[src/rtl/lvds_sat_cnt.sv]
// Saturating up-counter with synchronous clear; clear takes priority over
// increment and the count holds once it reaches MAX.
module lvds_sat_cnt #(
  parameter int unsigned   W   = 16,
  parameter logic [W-1:0]  MAX = {W{1'b1}}
) (
  input  logic         clk,
  input  logic         rst,
  input  logic         clr,
  input  logic         inc,
  output logic [W-1:0] cnt
);

  logic [W-1:0] cnt_r;

  // count register: clear beats increment, stop at MAX
  always_ff @(posedge clk or posedge rst) begin
    if (rst) begin
      cnt_r <= '0;
    end else if (clr) begin
      cnt_r <= '0;
    end else if (inc && (cnt_r != MAX)) begin
      cnt_r <= cnt_r + W'(1);
    end else begin
      cnt_r <= cnt_r;
    end
  end

  assign cnt = cnt_r;

endmodule

[config.mk]
export PLATFORM = sky130hd
export DESIGN_NAME = lvds_sat_cnt
export DESIGN_NICKNAME = d
export VERILOG_FILES = /design/src/rtl/lvds_sat_cnt.sv
export SDC_FILE = /design/constraint.sdc
export NUM_CORES = 1
export LEC_CHECK = 0
export CORE_ASPECT_RATIO = 1.5
export CORE_UTILIZATION = 40
export DETAILED_ROUTE_END_ITERATION = 6
export MAX_ROUTING_LAYER = met4
export PLACE_DENSITY_LB_ADDON = 0.3
export REMOVE_ABC_BUFFERS = 1
export SLEW_MARGIN = 20
export SYNTH_ARGS = -nofsm -noshare
export SYNTH_HDL_FRONTEND = slang
export SYNTH_SLANG_ARGS = --single-unit
[constraint.sdc]
create_clock -name clk -period 2.58 [get_ports clk]
set_input_delay 0.516 -clock clk [delete_from_list [all_inputs] [get_ports clk]]
set_output_delay 0.516 -clock clk [all_outputs]
set_load 0.03 [all_outputs]
==> results of run 1 <==
## per-stage QoR
| stage | utilization, % | power (W) | area (µm²) |
|---|---|---|---|
| final | 53.7 | 0.000471 | 1180 |
| after global routing | 53.7 | 0.000486 | 1180 |
| after CTS | 53.7 | 0.000474 | 1180 |
| after detailed placement | 52.0 | 0.000305 | 1150 |
| after global placement | 52.0 | 0.000304 | 1150 |
| after floorplan | - | 0.000282 | 907 |
## cells in the final DEF (no fill, tap or decap), drive strengths merged
cell and n:
a21oi 12, a31oi 1, and4 1, buf 3, clkbuf 4, clkdlybuf4s50 19
dfrtp 16, ha 1, inv 3, mux2 2, mux2i 1, nand2 6
nand2b 2, nand3 7, nand4 5, nor2 3, nor2b 3, nor3 4
nor4 3, o21ai 5, o31ai 5, o41ai 2, or3 7, or4 8
## cell type report
type / count / area [µm²] / area share [%]
Multi-Input combinational cell: 78 / 495 / 41.8
Sequential cell: 16 / 400 / 33.8
Timing Repair Buffer: 22 / 213 / 18.0
Clock buffer: 4 / 36.3 / 3.06
Tap cell: 23 / 28.8 / 2.43
Inverter: 3 / 11.3 / 0.950
## kinds of logic after synthesis
group / Yosys count
simple gates: 49
mux: 3
fa+ha+maj: 1
flops: 16
compound gates: 25
buf+inv: 7
## how the worst max path moves through the flow
stage	startpoint	to	slack [ps]
after floorplan	cnt[7]	cnt[13]	650
after global placement	inc	cnt[13]	400
after detailed placement	inc	cnt[13]	380
after CTS	cnt[7]	cnt[7]	550
after global routing	cnt[0]	cnt[0]	380
final	cnt[7]	cnt[7]	550
## report_power, final
| part | internal [W] | switching [W] | leakage (nW) | total, W |
|---|---|---|---|---|
| sequential | 0.000254 | 0.00000469 | 0.222 | 0.000258 |
| clock | 0.0000862 | 0.0000856 | 0.0210 | 0.000172 |
| combinational | 0.0000173 | 0.0000236 | 0.183 | 0.0000409 |
| total | 0.000357 | 0.000114 | 0.426 | 0.000471 |
## routing by layer
metal,up-vias,routed length [µm],track usage (%)
li1,437,-,-
met1,427,909,21.8
met2,25,1080,31.3
met3,5,86,1.76
met4,0,52,11.1
met5,-,0,-
==> reports/metrics.csv, run 1 <==
stage;metric;value;unit
layout;Layout area overhead;27.1;%
logic_synthesis;Synth area leaders;dfrtp_1 43%, a21oi_1 6.4%, or4_1 4.8%;
cts;clock-pin slew on the worst setup and hold paths;100;ps
detailed_routing;WL/cell;14.6;µm
worst_setup_path;Crit Path Class;flip-flop to output port;
logic_synthesis;Mapped Area;932;µm²
grt;vias in the first global route;791;
placement;DP HPWL;1500;µm
worst_setup_path;CP Cell Sequence;clkdlybuf4s50_1;
logic_synthesis;post-synth top area cell;dfrtp_1;
logic_synthesis;Post-Synth Adder-Cell Area;1.34;%
layout;Layout Nets;129;
logic_synthesis;multiplexer share of the synthesized area;3.49;%
placement;IO Port Bufs;19;
timing;Final WS setup;553;ps
power;pwr/cell area;397;nW/µm²
timing;Slew @ Worst Pin;606;ps
status;status;finished clean;
placement;Setup WS pre-CTS;382;ps
power;Max IR drop VDD;0.270;mV
detailed_routing;Antenna Nets Post-Route;0;
layout;ratio of cells with drive above 1 in the final layout;10.6;%
cts;clk buf depth;2;
worst_setup_path;worst flop-to-flop path endpoint;cnt[0];
grt;gr usage total;18.6;%
grt;antenna violations before repair;0;
timing;Setup Skew;1.75;ps
worst_setup_path;slowest cell on the critical path;clkdlybuf4s50_1;
cts;TritonCTS clock tree;built;
logic_synthesis;syn_area_per_cell;9.23;µm²
logic_synthesis;Synth Area in Compound Gates;15.7;%
cts;Num CTS Buffers;3;
cts;htree depth;1;
floorplanning;core area;2210;µm²
logic_synthesis;Yosys warning total;0;
worst_setup_path;CP max stage delay;720;ps
logic_synthesis;Post-synth EDFFs;0;
cts;post-cts repair resize count;0;
worst_setup_path;critical path arrival;1510;ps
flow_run;max_cap viols;0;
layout;Non-Filler Instances;146;
layout;fillers;228;
logic_synthesis;#FFs+latches synth;16;
worst_setup_path;reg2reg start;cnt[11];
logic_synthesis;Commonest cells post-synth;16 x dfrtp_1, 12 x a21oi_1, 7 x nand3_1;
power;Leakage;0.426;nW
logic_synthesis;count leader, synth;dfrtp_1;
logic_synthesis;Synth Area in Simple Gates;32.6;%
logic_synthesis;ys async rst share;100;%
layout;max reg flops;16;
floorplanning;Initial Util;42.2;%
detailed_routing;1st-pass router iterations;4;
worst_setup_path;Levels on crit path;1;
worst_setup_path;Critical Path Source Type;flip-flop;
logic_synthesis;largest family of logic cells by synthesized area;simple AND/OR/NAND/NOR gates;
floorplanning;Rows;21;
logic_synthesis;sequential-to-total area share from yosys stat;43.0;%
detailed_routing;DRC;0;
min_path;worst min-delay path category;input port to asynchronous set/reset pin;
worst_setup_path;crit end category;output port;
cts;Root Buffer;clkbuf_4;
logic_synthesis;Yosys cell types;29;
timing;RSZ-0062 raised after global routing;no;
worst_setup_path;Crit path max-delay family;buffers and inverters;
logic_synthesis;ys flop type;dfrtp_1;
floorplanning;die area;2530;µm²
grt;largest net degree at the start of global routing;17;
grt;Overflow after GRT;0;
timing;fin crit share;78.6;%
worst_setup_path;Reg2Reg Setup Slack;630;ps
detailed_routing;Iteration-0 DRC Markers;25;
timing;final setup fails;0;
worst_setup_path;Crit path required time;2060;ps
timing;post-layout min period;2030;ps
detailed_routing;post-DR vias/cell;6.12;
cts;Clock Latency Late Sink;300;ps
detailed_routing;Via Count;894;
floorplanning;Top Ports;20;
placement;RePlAce Congestion;0.852;
timing;Hold WS;576;ps
worst_setup_path;worst path bufs/invs;1;
timing;headroom to the max-slew limit;59.2;%
timing;fmax;493;MHz
floorplanning;width of the die;41.4;µm
cts;Sink Count;16;
worst_setup_path;CP max FO;7;
timing;TNS Setup;0;ps
timing;Final Hold Fails;0;
logic_synthesis;Cells after Synth;101;
detailed_routing;WL final;2130;µm
logic_synthesis;post-synthesis xor/xnor area fraction;0;%
timing;max-slew violations;0;
cts;Post-CTS Setup Repair Bufs;0;
logic_synthesis;Synth top area share;43.0;%
worst_setup_path;Reg2Reg Depth;4;
cts;Post-CTS Hold Buffers;0;
floorplanning;Die H;61.1;µm
layout;Ant. Diodes;0;
grt;first-pass GRT wire length;3540;µm
placement;# placed instances;142;
(Power assumes the default switching activity.)
==> run 2, diff against run 1 <==
==> constraint.sdc (replaced) <==
create_clock -name clk -period 1.8 [get_ports clk]
set_input_delay 0.36 -clock clk [delete_from_list [all_inputs] [get_ports clk]]
set_output_delay 0.36 -clock clk [all_outputs]
set_load 0.03 [all_outputs]
==> run 2 against run 1 <==
Combinational power rose by 77%. Global-route usage is 2.3 points higher. Design area up 15%. Non-clock buffer count up 20. Register-to-register slack worse by 600 ps. Final cell count is 14% higher. Clock power is 45% higher. Worst hold slack lost 220 ps.
==> reports/metrics.csv, run 2 (synthesis results as in run 1) <==
stage;metric;value;unit;change
cts;Sink Count;16;;unchanged
worst_setup_path;CP max FO;5;;-2
floorplanning;Rows;21;;unchanged
detailed_routing;post-DR vias/cell;6.06;;-1.0%
timing;Setup Skew;0.587;ps;-1.16 ps
cts;Num CTS Buffers;3;;unchanged
detailed_routing;Antenna Nets Post-Route;0;;unchanged
worst_setup_path;Crit path required time;2040;ps;-20 ps
detailed_routing;Iteration-0 DRC Markers;22;;-12%
layout;Post-Route Utilization;61.8;%;+8.1 points
placement;area post-placement;1280;µm²;+12%
timing;fin crit share;99.5;%;
layout;Layout area overhead;46.3;%;
layout;ratio of cells with drive above 1 in the final layout;30.8;%;+20 points
cts;Clock Latency Late Sink;300;ps;about the same
cts;clock-pin slew on the worst setup and hold paths;100;ps;about the same
timing;headroom to the max-slew limit;71.1;%;+12 points
timing;TNS Setup;0;ps;unchanged
grt;antenna violations before repair;0;;unchanged
timing;Final Hold Fails;0;;unchanged
power;pwr/cell area;504;nW/µm²;+27%
worst_setup_path;Critical Path Source Type;input port;;
placement;DP HPWL;1820;µm;+22%
grt;gr usage total;21.0;%;+2.3 points
layout;commonest cells after routing, fill and taps aside;23 x buf_4, 15 x dfrtp_1, 12 x dlygate4sd2_1;;
floorplanning;Die H;61.1;µm;unchanged
timing;RSZ-0062 raised after global routing;yes;;
floorplanning;Top Ports;20;;unchanged
floorplanning;core area;2210;µm²;unchanged
layout;multi-input logic area;533;µm²;+7.6%
grt;first-pass GRT wire length;3880;µm;+9.7%
timing;Hold WS;356;ps;-221 ps
worst_setup_path;worst path bufs/invs;1;;unchanged
timing;max-slew violations;0;;unchanged
layout;fillers;206;;-9.6%
layout;Layout Nets;149;;+16%
status;status;finished clean;;
flow_run;max_cap viols;0;;unchanged
worst_setup_path;CP max stage delay;520;ps;-200 ps
cts;TritonCTS clock tree;built;;
power;Leakage;0.621;nW;+46%
detailed_routing;DRC;0;;unchanged
cts;clk buf depth;2;;unchanged
grt;vias in the first global route;908;;+15%
worst_setup_path;Crit Path Class;input port to flip-flop;;
cts;htree depth;1;;unchanged
grt;Overflow after GRT;0;;unchanged
layout;sequential cell area;402;µm²;+0.31%
floorplanning;die area;2530;µm²;unchanged
grt;largest net degree at the start of global routing;17;;unchanged
placement;IO Port Bufs;19;;unchanged
worst_setup_path;slowest cell on the critical path;or4_4;;
detailed_routing;WL final;2440;µm;+15%
cts;Post-CTS Hold Buffers;0;;unchanged
timing;final setup fails;0;;unchanged
detailed_routing;Via Count;1006;;+13%
layout;fin area;1360;µm²;+15%
worst_setup_path;critical path arrival;2030;ps;+520 ps
floorplanning;Initial Util;42.2;%;unchanged
floorplanning;width of the die;41.4;µm;unchanged
cts;Root Buffer;clkbuf_4;;
detailed_routing;WL/cell;14.7;µm;+0.85%
layout;Ant. Diodes;0;;unchanged
timing;post-layout min period;1790;ps;
layout;most common cell after layout, fill and taps aside;buf_4;;
timing;fmax;558;MHz;
worst_setup_path;Crit path max-delay family;simple AND/OR/NAND/NOR gates;;
min_path;worst min-delay path category;input port to asynchronous set/reset pin;;
power;Overall Power;0.000687;W;+46%
layout;max reg flops;16;;unchanged
detailed_routing;1st-pass router iterations;4;;unchanged
worst_setup_path;CP Cell Sequence;clkdlybuf4s50_1 > nand3_1 > or4_4 > or4_1 > a21oi_2;;
power;Max IR drop VDD;0.301;mV;+12%
timing;Slew @ Worst Pin;429;ps;-177 ps
worst_setup_path;crit end category;flip-flop;;
placement;RePlAce Congestion;0.833;;-2.2%
## run 2: worst min-delay path: cells and delay by family
family	cells	cell delay (ps)
buffers and inverters	3	670
## run 2: power by group
part / internal [W] / switching [W]
logic: 0.0000308 / 0.0000415
registers: 0.000363 / 0.00000263
clock network: 0.000124 / 0.000125
## run 2: stage by stage
step	worst slack [ps]	std cells
final	9.24	166
after global routing	-36.1	166
after CTS	1.88	166
after detailed placement	-247	160
after global placement	-213	160
after floorplan	-131	97
## run 2: final cells by class
| class | count | share of cell area [%] |
|---|---|---|
| flip-flops and latches | 16 | 29.4 |
| well taps | 23 | 2.11 |
| inverters | 3 | 0.826 |
| multi-input cells | 78 | 39.1 |
| clock buffers | 4 | 2.66 |
| repair buffers | 42 | 25.9 |
## run 2: worst paths after layout
path                       startpoint      end  slack, ps  cells after the start
min in group clk              cnt[14]  cnt[14]        590                      2
setup reg to reg               cnt[8]  cnt[13]         30                      4
max in group asynchronous         rst  cnt[10]       1240                      3
hold reg to reg               cnt[14]  cnt[14]        590                      2
setup / recovery                  inc  cnt[13]          9                      5
hold / removal                    rst   cnt[0]        360                      3
## run 2: timing repair
action / in CTS / in global routing
pin swaps: 1 / 3
endpoints found under the setup margin: 14 / 7
setup buffers: 2 / 0
resized for setup: 12 / 13
## run 2: routing by layer
layer | global-route usage, % | vias to the layer above | routed length, µm
met4 | 11.5 | 0 | 54
met3 | 1.76 | 5 | 99
met1 | 19.9 | 493 | 913
met2 | 41.5 | 29 | 1370
met5 | - | - | 0
li1 | - | 479 | -
==> run 3, diff against run 2 <==
--- a/config.mk
+++ b/config.mk
@@ -5,12 +5,12 @@
 export SDC_FILE = /design/constraint.sdc
 export NUM_CORES = 1
 export LEC_CHECK = 0
+export CAP_MARGIN = 20
 export CORE_ASPECT_RATIO = 1.5
 export CORE_UTILIZATION = 40
 export DETAILED_ROUTE_END_ITERATION = 6
 export MAX_ROUTING_LAYER = met4
 export PLACE_DENSITY_LB_ADDON = 0.3
-export REMOVE_ABC_BUFFERS = 1
 export SLEW_MARGIN = 20
 export SYNTH_ARGS = -nofsm -noshare
 export SYNTH_HDL_FRONTEND = slang
==> run 3 against run 2 <==
Final cell count is the same. Clock-buffer cell count did not move. Critical path type is now flip-flop to flip-flop. Highest routed layer unchanged. Largest cell class unchanged. Die area stayed put.
==> reports/metrics.csv, run 3 (synthesis results as in run 1) <==
stage;metric;value;unit;change
detailed_routing;WL final;2540;µm;+4.1%
timing;Slew @ Worst Pin;344;ps;-85.4 ps
grt;antenna violations before repair;0;;unchanged
layout;fin area;1380;µm²;+1.4%
status;status;finished clean;;
floorplanning;Die H;61.1;µm;unchanged
timing;RSZ-0062 raised after global routing;yes;;
cts;htree depth;1;;unchanged
floorplanning;Initial Util;42.2;%;unchanged
detailed_routing;DRC;0;;unchanged
cts;clk buf depth;2;;unchanged
cts;Root Buffer;clkbuf_4;;
floorplanning;Top Ports;20;;unchanged
grt;Overflow after GRT;0;;unchanged
worst_setup_path;slowest cell on the critical path;or4_4;;
logic_synthesis;Net Count, Synth;106;;
detailed_routing;Antenna Nets Post-Route;0;;unchanged
timing;Final Hold Fails;0;;unchanged
flow_run;max_cap viols;0;;unchanged
layout;max reg flops;16;;unchanged
min_path;worst min-delay path category;input port to asynchronous set/reset pin;;
grt;vias in the first global route;903;;-0.55%
power;Overall Power;0.000687;W;about the same
placement;IO Port Bufs;19;;unchanged
cts;clock-pin slew on the worst setup and hold paths;100;ps;about the same
worst_setup_path;Critical Path Source Type;flip-flop;;
floorplanning;width of the die;41.4;µm;unchanged
layout;Layout area overhead;48.3;%;
worst_setup_path;Crit path required time;2020;ps;-20 ps
cts;TritonCTS clock tree;built;;
cts;Num CTS Buffers;3;;unchanged
detailed_routing;Iteration-0 DRC Markers;38;;+73%
layout;commonest cells after routing, fill and taps aside;23 x buf_4, 10 x a21oi_1, 10 x dfrtp_2, 10 x dlygate4sd2_1, 7 x clkdlybuf4s50_1;;
detailed_routing;1st-pass router iterations;4;;unchanged
floorplanning;core area;2210;µm²;unchanged
grt;largest net degree at the start of global routing;17;;unchanged
timing;fmax;559;MHz;+0.17%
detailed_routing;post-DR vias/cell;6.03;;-0.50%
grt;first-pass GRT wire length;3920;µm;+0.90%
worst_setup_path;Worst path most repeated cell;or4_4;;
worst_setup_path;Crit Path Class;flip-flop to flip-flop;;
cts;Clock Latency Late Sink;280;ps;-20 ps
power;Max IR drop VDD;0.354;mV;+18%
layout;Ant. Diodes;0;;unchanged
detailed_routing;WL/cell;15.3;µm;+4.1%
cts;Sink Count;16;;unchanged
floorplanning;die area;2530;µm²;unchanged
power;pwr/cell area;497;nW/µm²;-1.3%
timing;max-slew violations;0;;unchanged
worst_setup_path;CP Cell Sequence;nand4_4 > or4_4 > or4_4 > a21oi_2;;
timing;Setup Skew;0.891;ps;+0.303 ps
grt;gr usage total;20.6;%;-0.33 points
timing;post-layout min period;1790;ps;-3.07 ps
power;Leakage;0.599;nW;-3.5%
layout;most common cell after layout, fill and taps aside;buf_4;;
timing;final setup fails;0;;unchanged
worst_setup_path;CP max stage delay;560;ps;+40 ps
layout;fillers;198;;-3.9%
cts;Post-CTS Hold Buffers;0;;unchanged
placement;RePlAce Congestion;0.828;;-0.62%
timing;headroom to the max-slew limit;76.9;%;+5.8 points
floorplanning;Rows;21;;unchanged
worst_setup_path;crit end category;flip-flop;;
placement;DP HPWL;1840;µm;+0.97%
timing;fin crit share;99.3;%;-0.17 points
placement;area post-placement;1310;µm²;+2.0%
layout;Layout Nets;149;;unchanged
worst_setup_path;CP max FO;5;;unchanged
worst_setup_path;critical path arrival;2010;ps;-20 ps
layout;ratio of cells with drive above 1 in the final layout;35.7;%;+4.9 points
detailed_routing;Via Count;1001;;-0.50%
run 3: cell types whose count changed in the layout (fill, tap and decap cells not counted), moves of 2 or more:
cell / previous run / this run
a21oi_1: 8 / 10
a21oi_2: 4 / 2
clkdlybuf4s50_1: 5 / 7
dfrtp_1: 15 / 6
dfrtp_2: 1 / 10
dlygate4sd2_1: 12 / 10
run 3: cell type report:
cell class / count / area (µm²) / share of cell area [%]
well taps: 23 / 28.8 / 2.08
multi-input cells: 78 / 538 / 38.9
inverters: 3 / 11.3 / 0.814
flip-flops and latches: 16 / 413 / 29.9
repair buffers: 42 / 355 / 25.7
clock buffers: 4 / 36.3 / 2.62
run 3: worst paths after layout:
kind	slack (ps)	end	from	depth (start not counted)
setup / recovery	10	cnt[13]	cnt[9]	4
hold / removal	370	cnt[9]	rst	3
setup reg to reg	10	cnt[13]	cnt[9]	4
hold reg to reg	580	cnt[14]	cnt[14]	2
max in group asynchronous	1230	cnt[4]	rst	3
min in group clk	580	cnt[14]	cnt[14]	2
run 3: stage by stage:
| step | hold slack, ps | utilization (%) | instances | worst slack, ps | setup TNS [ps] |
|---|---|---|---|---|---|
| finish | 372 | 62.6 | 166 | 12.3 | 0 |
| global route | 395 | 62.6 | 166 | -29.3 | -29.3 |
| CTS | 368 | 60.4 | 165 | 15.8 | 0 |
| detailed placement | 577 | 59.4 | 161 | -242 | -1060 |
| global placement | 552 | 59.4 | 161 | -195 | -836 |
| floorplan | 273 | - | 101 | -11.6 | -11.6 |
run 3: worst max-delay path, delay by kind of cell, from the launching register on:
kind,cells,cell delay (ps)
flip-flops,1,430
AO/OA/AOI/OAI,1,160
AND/OR/NAND/NOR,3,1130
run 3: per-layer routing:
| metal | GRT usage, % | vias to the layer above | part of all wire [%] |
|---|---|---|---|
| met5 | - | - | 0 |
| met4 | 9.68 | 0 | 1.4 |
| met3 | 1.76 | 4 | 3.2 |
| met2 | 37.7 | 28 | 55 |
| met1 | 22.8 | 490 | 40 |
| li1 | - | 479 | - |
run 3: repair_timing:
action                                  4_1_cts  5_1_grt
endpoints found under the setup margin       10        7
resized for setup                            10       10
pin swaps                                     0        3
buffers inserted                              0        1
run 3: power breakdown:
group | internal, W | switching [W]
combinational | 0.0000336 | 0.0000438
sequential | 0.000364 | 0.00000304
clock | 0.000123 | 0.000120
total | 0.000521 | 0.000166
